File: config.mk
export PLATFORM = sky130hd
export DESIGN_NAME = vx_fp_bf16_sqrt_ctrl
export DESIGN_NICKNAME = d
export VERILOG_FILES = /design/src/rtl/vx_fp_bf16_sqrt_ctrl_pkg.sv /design/src/rtl/vx_fp_bf16_sqrt_ctrl.sv
export SDC_FILE = /design/constraint.sdc
export NUM_CORES = 1
export LEC_CHECK = 0
export BUFFER_PORTS_ARGS = -buffer_cell sky130_fd_sc_hd__buf_2
export CORE_ASPECT_RATIO = 1.2
export CORE_UTILIZATION = 30
export CTS_CLUSTER_DIAMETER = 40
export DETAILED_ROUTE_END_ITERATION = 10
export HOLD_SLACK_MARGIN = 0.05
export PLACE_DENSITY = 0.61
export SYNTH_ARGS = -nofsm -noshare
export SYNTH_HDL_FRONTEND = slang
export SYNTH_SLANG_ARGS = --single-unit
File: constraint.sdc
create_clock -name clk -period 1.55 [get_ports clk]
set_input_delay 0.155 -clock clk [delete_from_list [all_inputs] [get_ports clk]]
set_output_delay 0.155 -clock clk [all_outputs]
set_load 0.005 [all_outputs]
File: src/rtl/vx_fp_bf16_sqrt_ctrl_pkg.sv
// Shared FPU definitions used by the BF16 sqrt lane controller.
//   INST_FRM_BITS : width of the rounding-mode field
//   fflags_t      : IEEE exception flags {nv, dz, of, uf, nx}, nv in the MSB
package vx_fp_bf16_sqrt_ctrl_pkg;

   localparam int unsigned INST_FRM_BITS = 3;

   typedef struct packed {
      logic nv;
      logic dz;
      logic of;
      logic uf;
      logic nx;
   } fflags_t;

endpackage

File: src/rtl/vx_fp_bf16_sqrt_ctrl.sv
// Serialises a LANES-wide BF16 sqrt request onto one shared single-lane core and
// gathers the in-order responses back into a vector result.
// Ports:
//   clk, reset                    : clock, synchronous active-high reset
//   valid_in/ready_in, tag_in,    : upstream request (operands in dataa[i][31:16])
//   frm, dataa, lane_mask
//   result, fflags, has_fflags,   : downstream response, held stable until ready_out
//   tag_out, valid_out, ready_out
//   core_valid/core_ready,        : issue port to the single-lane core
//   core_data, core_frm
//   core_rsp_valid, core_rsp_data,: in-order core responses, no back-pressure
//   core_rsp_fflags
module vx_fp_bf16_sqrt_ctrl
   import vx_fp_bf16_sqrt_ctrl_pkg::*;
#(
   parameter int unsigned TAGW  = 1,
   parameter int unsigned LANES = 1
) (
   input  logic                           clk,
   input  logic                           reset,
   input  logic                           valid_in,
   output logic                           ready_in,
   input  logic [TAGW-1:0]                tag_in,
   input  logic [INST_FRM_BITS-1:0]       frm,
   input  logic [LANES-1:0][31:0]         dataa,
   input  logic [LANES-1:0]               lane_mask,
   output logic [LANES-1:0][15:0]         result,
   output fflags_t [LANES-1:0]            fflags,
   output logic                           has_fflags,
   output logic [TAGW-1:0]                tag_out,
   output logic                           valid_out,
   input  logic                           ready_out,
   output logic                           core_valid,
   input  logic                           core_ready,
   output logic [15:0]                    core_data,
   output logic [INST_FRM_BITS-1:0]       core_frm,
   input  logic                           core_rsp_valid,
   input  logic [15:0]                    core_rsp_data,
   input  fflags_t                        core_rsp_fflags
);

   localparam int unsigned PtrW = (LANES > 1) ? $clog2(LANES) : 1;
   localparam int unsigned CntW = $clog2(LANES + 1);

   typedef enum logic [1:0] {StIdle, StIssue, StDrain, StDone} state_e;

   state_e                     state_q, state_d;
   logic [PtrW-1:0]            ptr_q, ptr_d;
   logic [CntW-1:0]            cnt_q, cnt_d;
   logic [LANES-1:0]           mask_q, mask_d;
   logic [LANES-1:0]           wr_q, wr_d;      // lanes whose response has landed
   logic [LANES-1:0][15:0]     ops_q, ops_d;
   logic [LANES-1:0][15:0]     res_q, res_d;
   fflags_t [LANES-1:0]        flg_q, flg_d;
   logic [TAGW-1:0]            tag_q, tag_d;
   logic [INST_FRM_BITS-1:0]   frm_q, frm_d;

   logic                       accept;
   logic                       cur_active;
   logic [15:0]                cur_data;
   logic                       issue_fire;
   logic                       ptr_adv;
   logic                       ptr_last;
   logic                       rsp_fire;
   logic [CntW-1:0]            cnt_nxt;
   logic [LANES-1:0]           ret_sel;
   logic                       ret_found;

   // Low halves of the operands carry no BF16 information.
   logic [LANES-1:0][15:0]     dataa_lo;
   logic                       unused_dataa_lo;

   always_comb begin
      for (int i = 0; i < LANES; i++) begin
         dataa_lo[i] = dataa[i][15:0];
      end
   end
   assign unused_dataa_lo = ^dataa_lo;

   // Select the lane under the issue pointer by compare rather than index so
   // that the LANES == 1 case needs no zero-width pointer.
   always_comb begin
      cur_active = 1'b0;
      cur_data   = '0;
      for (int i = 0; i < LANES; i++) begin
         if (ptr_q == PtrW'(i)) begin
            cur_active = mask_q[i];
            cur_data   = ops_q[i];
         end
      end
   end

   // Return pointer: lowest active lane still waiting for its response.
   always_comb begin
      ret_sel   = '0;
      ret_found = 1'b0;
      for (int i = 0; i < LANES; i++) begin
         if (!ret_found && mask_q[i] && !wr_q[i]) begin
            ret_sel[i] = 1'b1;
            ret_found  = 1'b1;
         end
      end
   end

   assign accept     = valid_in && (state_q == StIdle);
   assign issue_fire = (state_q == StIssue) && cur_active && core_ready;
   assign ptr_adv    = (state_q == StIssue) && (!cur_active || core_ready);
   assign ptr_last   = (ptr_q == PtrW'(LANES - 1));
   assign rsp_fire   = core_rsp_valid && ((state_q == StIssue) || (state_q == StDrain));
   assign cnt_nxt    = cnt_q + CntW'(issue_fire) - CntW'(rsp_fire);

   // State register
   always_ff @(posedge clk) begin
      if (reset) begin
         state_q <= StIdle;
      end else begin
         state_q <= state_d;
      end
   end

   // Next-state logic
   always_comb begin
      state_d = state_q;
      unique case (state_q)
         StIdle: begin
            if (accept) begin
               state_d = (lane_mask == '0) ? StDone : StIssue;
            end
         end
         StIssue: begin
            // cnt_nxt already folds in a response landing this same cycle.
            if (ptr_adv && ptr_last) begin
               state_d = (cnt_nxt == '0) ? StDone : StDrain;
            end
         end
         StDrain: begin
            if (cnt_nxt == '0) begin
               state_d = StDone;
            end
         end
         StDone: begin
            if (ready_out) begin
               state_d = StIdle;
            end
         end
         default: state_d = StIdle;
      endcase
   end

   // Outputs
   always_comb begin
      ready_in   = (state_q == StIdle);
      valid_out  = (state_q == StDone);
      core_valid = (state_q == StIssue) && cur_active;
      core_data  = core_valid ? cur_data : 16'h0000;
      core_frm   = frm_q;
      result     = res_q;
      fflags     = flg_q;
      tag_out    = tag_q;
      has_fflags = 1'b1;
   end

   // Datapath next-state
   always_comb begin
      ptr_d  = ptr_q;
      cnt_d  = cnt_q;
      mask_d = mask_q;
      wr_d   = wr_q;
      ops_d  = ops_q;
      res_d  = res_q;
      flg_d  = flg_q;
      tag_d  = tag_q;
      frm_d  = frm_q;
      if (accept) begin
         ptr_d  = '0;
         cnt_d  = '0;
         mask_d = lane_mask;
         wr_d   = '0;
         res_d  = '0;
         flg_d  = '0;
         tag_d  = tag_in;
         frm_d  = frm;
         for (int i = 0; i < LANES; i++) begin
            ops_d[i] = dataa[i][31:16];
         end
      end else begin
         // The pointer parks on the last lane once it has been passed.
         if (ptr_adv && !ptr_last) begin
            ptr_d = ptr_q + PtrW'(1);
         end
         cnt_d = cnt_nxt;
         if (rsp_fire) begin
            for (int i = 0; i < LANES; i++) begin
               if (ret_sel[i]) begin
                  res_d[i] = core_rsp_data;
                  flg_d[i] = core_rsp_fflags;
                  wr_d[i]  = 1'b1;
               end
            end
         end
      end
   end

   // Datapath registers
   always_ff @(posedge clk) begin
      if (reset) begin
         ptr_q  <= '0;
         cnt_q  <= '0;
         mask_q <= '0;
         wr_q   <= '0;
         ops_q  <= '0;
         res_q  <= '0;
         flg_q  <= '0;
         tag_q  <= '0;
         frm_q  <= '0;
      end else begin
         ptr_q  <= ptr_d;
         cnt_q  <= cnt_d;
         mask_q <= mask_d;
         wr_q   <= wr_d;
         ops_q  <= ops_d;
         res_q  <= res_d;
         flg_q  <= flg_d;
         tag_q  <= tag_d;
         frm_q  <= frm_d;
      end
   end

endmodule

-- Word level (Yosys, flattened, before mapping)
Index checks and enable logic that the tools add are counted.
- register bits: 47
- logic and storage cells: 52
- $add $sub $neg: 3
- equality and inequality tests: 7
- mux-type cells: 11
- bitwise gates (word level): 1
- reduce and logical (&&, ||, !) cells: 16
- operator list (kind ; number):
    two-way mux 16 bit ; 2
    two-way mux 2 bit ; 5
    logical AND 1 bit ; 8
    case mux 2 bit (4 select lines) ; 1
    inequality test 2 x 1 -> 1 bit (second input constant) ; 3
    == test 2 bit (second input constant) ; 2
    AND reduction 4 bit ; 1
    two-way mux 1 bit ; 3
    == test 2 x 1 -> 1 bit (second input constant) ; 1
    logical NOT 1 bit ; 2
    logical NOT 2 bit ; 1
    logical OR 1 bit ; 2
    inequality test 2 bit (second input constant) ; 1
    AND reduction 2 bit ; 1
    OR reduction 2 bit ; 1
    adder 1 bit ; 1
    adder 1 bit (second input constant) ; 1
    inverter 1 bit ; 1
    subtractor 1 bit ; 1

-- Logic depth before layout (Yosys ltp)
- depth in word-level cells: 8
- mapped depth: 7
- mapped depth without buffers: 6

-- Worst setup path before layout
Ideal clock, no wire load.
- path kind: reg-to-reg
- from: register state_q[1]
- to: register state_q[0]
- arrival time: 1492 ps
- path slack: -69 ps
- stages on the path, launching flop included: 7
- path buffers: 0
- clock period less this slack: 1619 ps
- cells stage by stage: dfxtp_1 inv_1 ha_1 nand2_2 xor3_2 o2111ai_1 nand3_1
- cells in the longest elaborated chain, start to end: 8
- ends and longest elaborated chain (item ; RTL line ; RTL):
    from (decl) ; vx_fp_bf16_sqrt_ctrl.sv:47 ; state_e state_q, state_d;
    from (signal assigned) ; vx_fp_bf16_sqrt_ctrl.sv:115 ; state_q <= StIdle;
    from (signal assigned) ; vx_fp_bf16_sqrt_ctrl.sv:117 ; state_q <= state_d;
    == test 2 x 1 -> 1 bit ; n/a ;
    logical AND 1 bit (2 in a row) ; vx_fp_bf16_sqrt_ctrl.sv:106 ; assign issue_fire = (state_q == StIssue) && cur_active && core_ready;
    adder 1 bit ; vx_fp_bf16_sqrt_ctrl.sv:110 ; assign cnt_nxt = cnt_q + CntW'(issue_fire) - CntW'(rsp_fire);
    subtractor 1 bit ; vx_fp_bf16_sqrt_ctrl.sv:110 ;
    two-way mux 1 bit ; vx_fp_bf16_sqrt_ctrl.sv:133 ; state_d = (cnt_nxt == '0) ? StDone : StDrain;
    two-way mux 2 bit ; vx_fp_bf16_sqrt_ctrl.sv:132 ; if (ptr_adv && ptr_last) begin
    case mux 2 bit (4 select lines) ; vx_fp_bf16_sqrt_ctrl.sv:124 ; unique case (state_q)
Parallel ways exist; a longest one is shown, timed or not. The select of a mux whose other input is x is not followed.
A chain may end at the register's enable or synchronous reset.

-- Worst setup path after layout
- from: register state_q[1]
- to: output core_data[15]
- cells in the longest elaborated chain, start to end: 3
- ends and longest elaborated chain (item ; RTL line ; RTL):
    == test 2 x 1 -> 1 bit ; vx_fp_bf16_sqrt_ctrl.sv:154 ; core_valid = (state_q == StIssue) && cur_active;
    logical AND 1 bit ; vx_fp_bf16_sqrt_ctrl.sv:154 ;
    two-way mux 16 bit ; vx_fp_bf16_sqrt_ctrl.sv:155 ; core_data = core_valid ? cur_data : 16'h0000;
    to (decl) ; vx_fp_bf16_sqrt_ctrl.sv:35 ; output logic [15:0] core_data,
No other way between the ends.

==> out/results.tsv <==
metric	value	unit
slew_viol_final	0	
reg2reg_depth	6	
hold_viol	0	
place.gp.congestion	0.8071	
fin_crit	1676	ps
cp-end-kind	output port	
crit_start	state_q[1]	
r2r_start	state_q[1]	
synth-warning-count	0	
fillerInstances	622	
cts.clk_slew.worst_paths	90	ps
clockBufferDepth	2	
path_depth	8	
fin_ws	-126.4	ps
cpMaxStageDelayCell	dfxtp_2	
rows	31	
dieArea	0.006838	sq mm
peakVddDrop	0.0005104	V
leakagePower	1.329	nW
status	finished with violations	
critPathLaunchType	flip-flop	
areaGrowthSynthToFinish	51.06	%
fp.coreArea	0.006167	sq mm
viasPerCell	4.585	
drv_cap	0	
fmax	0.5965	GHz
numPortBuffers	91	
min_period_over_period	108.2	%
nets	420	
crit_type	reg2out	
crit_chain	inv_2 -> ha_4 -> buf_6 -> nand2_4 -> nor2_4 -> buf_6 -> and2_4 -> buf_6	
ant_nets	0	
holdPathStages	3	
wl_per_cell	11.62	um
grt_pass1_wl	7.859	mm
drive_gt1_share	42.05	%
worst-path-buf-inv	4	
setup-violations-final	19	
route.detailed.drc	0	
syn_avg_cell_area	7.844	sq um
cp_slowest_stage_delay	330	ps
clock_sinks	47	
ys_types	28	
critPathTopFamily	buffers and inverters	
hpwlAfterDp	3.247	mm
grt_pass1_vias	1814	
grt-ovfl-total	0	
utilization	47.84	%
ctsHtreeMaxLevel	2	
ys_ff_latch	47	
critPathArrivalTime	1520	ps
mappedNetlistNets	318	
dr_total_vias	1990	
cts_tree	built	
synth_seq_area_share	48.17	%
hold_path.class	in2reg	
grt_use_total	14.97	%
syn_inst	249	
hp-start	core_rsp_data[3]	
cts_buffers	5	
drt_iter0_drc	51	
clk_root_buffer_cell	clkbuf_8	
die_h	90.39	um
crit_path_max_fanout	8	
antenna_found_initial	0	
crit_top_cell	buf_6	
powerDensity	1181	mW/mm^2
die_x	75.66	um
p_total	3.485	mW
ios	109	
wl	5.043	mm
clock_skew	4.352	ps
initial_core_util	31.67	%
violations	setup timing	
clk_latency	300	ps
firstDrtPassIters	4	
cp.required	1390	ps
syn_area	0.001953	sq mm
grt_max_degree	25	
antenna_cells	0	
dpl_worst_slack	-49.00	ps
rsz0062_at_grt	true	
fin_setup_tns	-1935	ps
## worst paths after layout
path | endpoint | slack [ps]
min reg2reg | result[5] | 450
max | core_data[15] | -130
min | result[3] | 80
max reg2reg | state_q[1] | -90
## metal layers
metal | wire length [um] | GRT usage (%) | part of all wire, %
met5 | 0 | 0 | 0
met4 | 59 | 4.938 | 1.2
met3 | 361 | 5.022 | 7.2
met2 | 2446 | 26.19 | 49
met1 | 2176 | 16.40 | 43
## power by group
part	switching, mW	total [mW]	internal, mW
sequential	0.0849	1.44	1.35
clock	0.404	0.811	0.408
combinational	0.640	1.23	0.594
total	1.13	3.49	2.36
## flip-flops by register name, indices dropped and copies added (netlist names)
signal / count
core_frm: 3
ptr_q: 1
wr_q: 1
tag_out: 1
cnt_q: 1
fflags: 5
ops_q: 16
result: 16
mask_q: 1
state_q: 2
## cells in the final DEF, fill, tap and decap left out, drive strengths merged
cell	n
o31ai	2
nand4	1
nand3	3
ha	5
xor3	1
mux2i	1
dlygate4sd3	1
and4	2
a21oi	44
and4b	1
a21bo	1
nand2	89
dfxtp	47
nor2	4
inv	6
o2111ai	1
conb	1
nand2b	3
o211ai	1
buf	108
and2	17
clkbuf	8
a211oi	1
a21o	1
nand3b	2
nor3b	1
## final cells by class
| type | count | area [sq um] | share of cell area (%) |
|---|---|---|---|
| clock buffer | 8 | 100.1 | 3.393 |
| inverter | 6 | 22.52 | 0.7634 |
| multi-input combinational | 182 | 1033 | 35.03 |
| sequential | 47 | 945.9 | 32.06 |
| tap | 82 | 102.6 | 3.478 |
| timing repair buffer | 109 | 745.7 | 25.28 |
## cell families (layout without fill, tap and decap cells)
| group | Yosys count | count (layout) | synth area share [%] |
|---|---|---|---|
| multiplexers | 1 | 1 | 0.5125 |
| buffers and inverters | 20 | 123 | 4.356 |
| flip-flops | 47 | 47 | 48.17 |
| other | 1 | 1 | 0.1920 |
| XOR/XNOR | 1 | 1 | 1.281 |
| adder cells (fa/ha/maj) | 5 | 5 | 3.203 |
| AND/OR/NAND/NOR | 123 | 123 | 28.12 |
| AO/OA/AOI/OAI | 51 | 51 | 14.16 |
## worst min-delay path, cell delays in order
cell and delay (ps):
buf_2 90, nand2_1 40, a21oi_1 50
## metrics by stage
step	cell area, sq um	hold WS [ps]	instances
2_1_floorplan	1968	224.1	249
3_3_place_gp	2576	376.6	418
3_5_place_dp	2576	375.0	418
4_1_cts	2919	77.96	433
5_1_grt	2950	66.43	434
6_report	2950	80.95	434
## cell usage after synthesis
cell type  instances  share of area [%]
a21o_1             1               0.38
clkbuf_1           8                1.5
a21oi_1           44                 11
a21bo_2            1               0.51
and4_2             1               0.51
xor3_2             1                1.3
nand4_1            1               0.32
o211ai_1           1               0.38
o31ai_1            2               0.77
nand2_1           88                 17
nand3b_1           2               0.77
o2111ai_1          1               0.45
buf_2              5                1.3
nor2_1             4               0.77
ha_1               5                3.2
nand2_2            1               0.32
mux2i_1            1               0.51
dfxtp_1           47                 48
nor3b_1            1               0.38
inv_1              6                1.2
nand2b_1           3               0.96
and2_1            17                5.4
and4b_1            1               0.51
a211oi_1           1               0.38
conb_1             1               0.19
and4_1             1               0.45
buf_4              1               0.38
nand3_1            3               0.77
## timing repair
action	4_1_cts	5_1_grt
endpoints found under the hold margin	1	0
gates cloned	2	0
resized for setup	47	5
pin swaps	21	3
setup endpoints to repair	38	40
hold buffers	1	0
setup buffers	4	1
(Power assumes the default switching activity.)
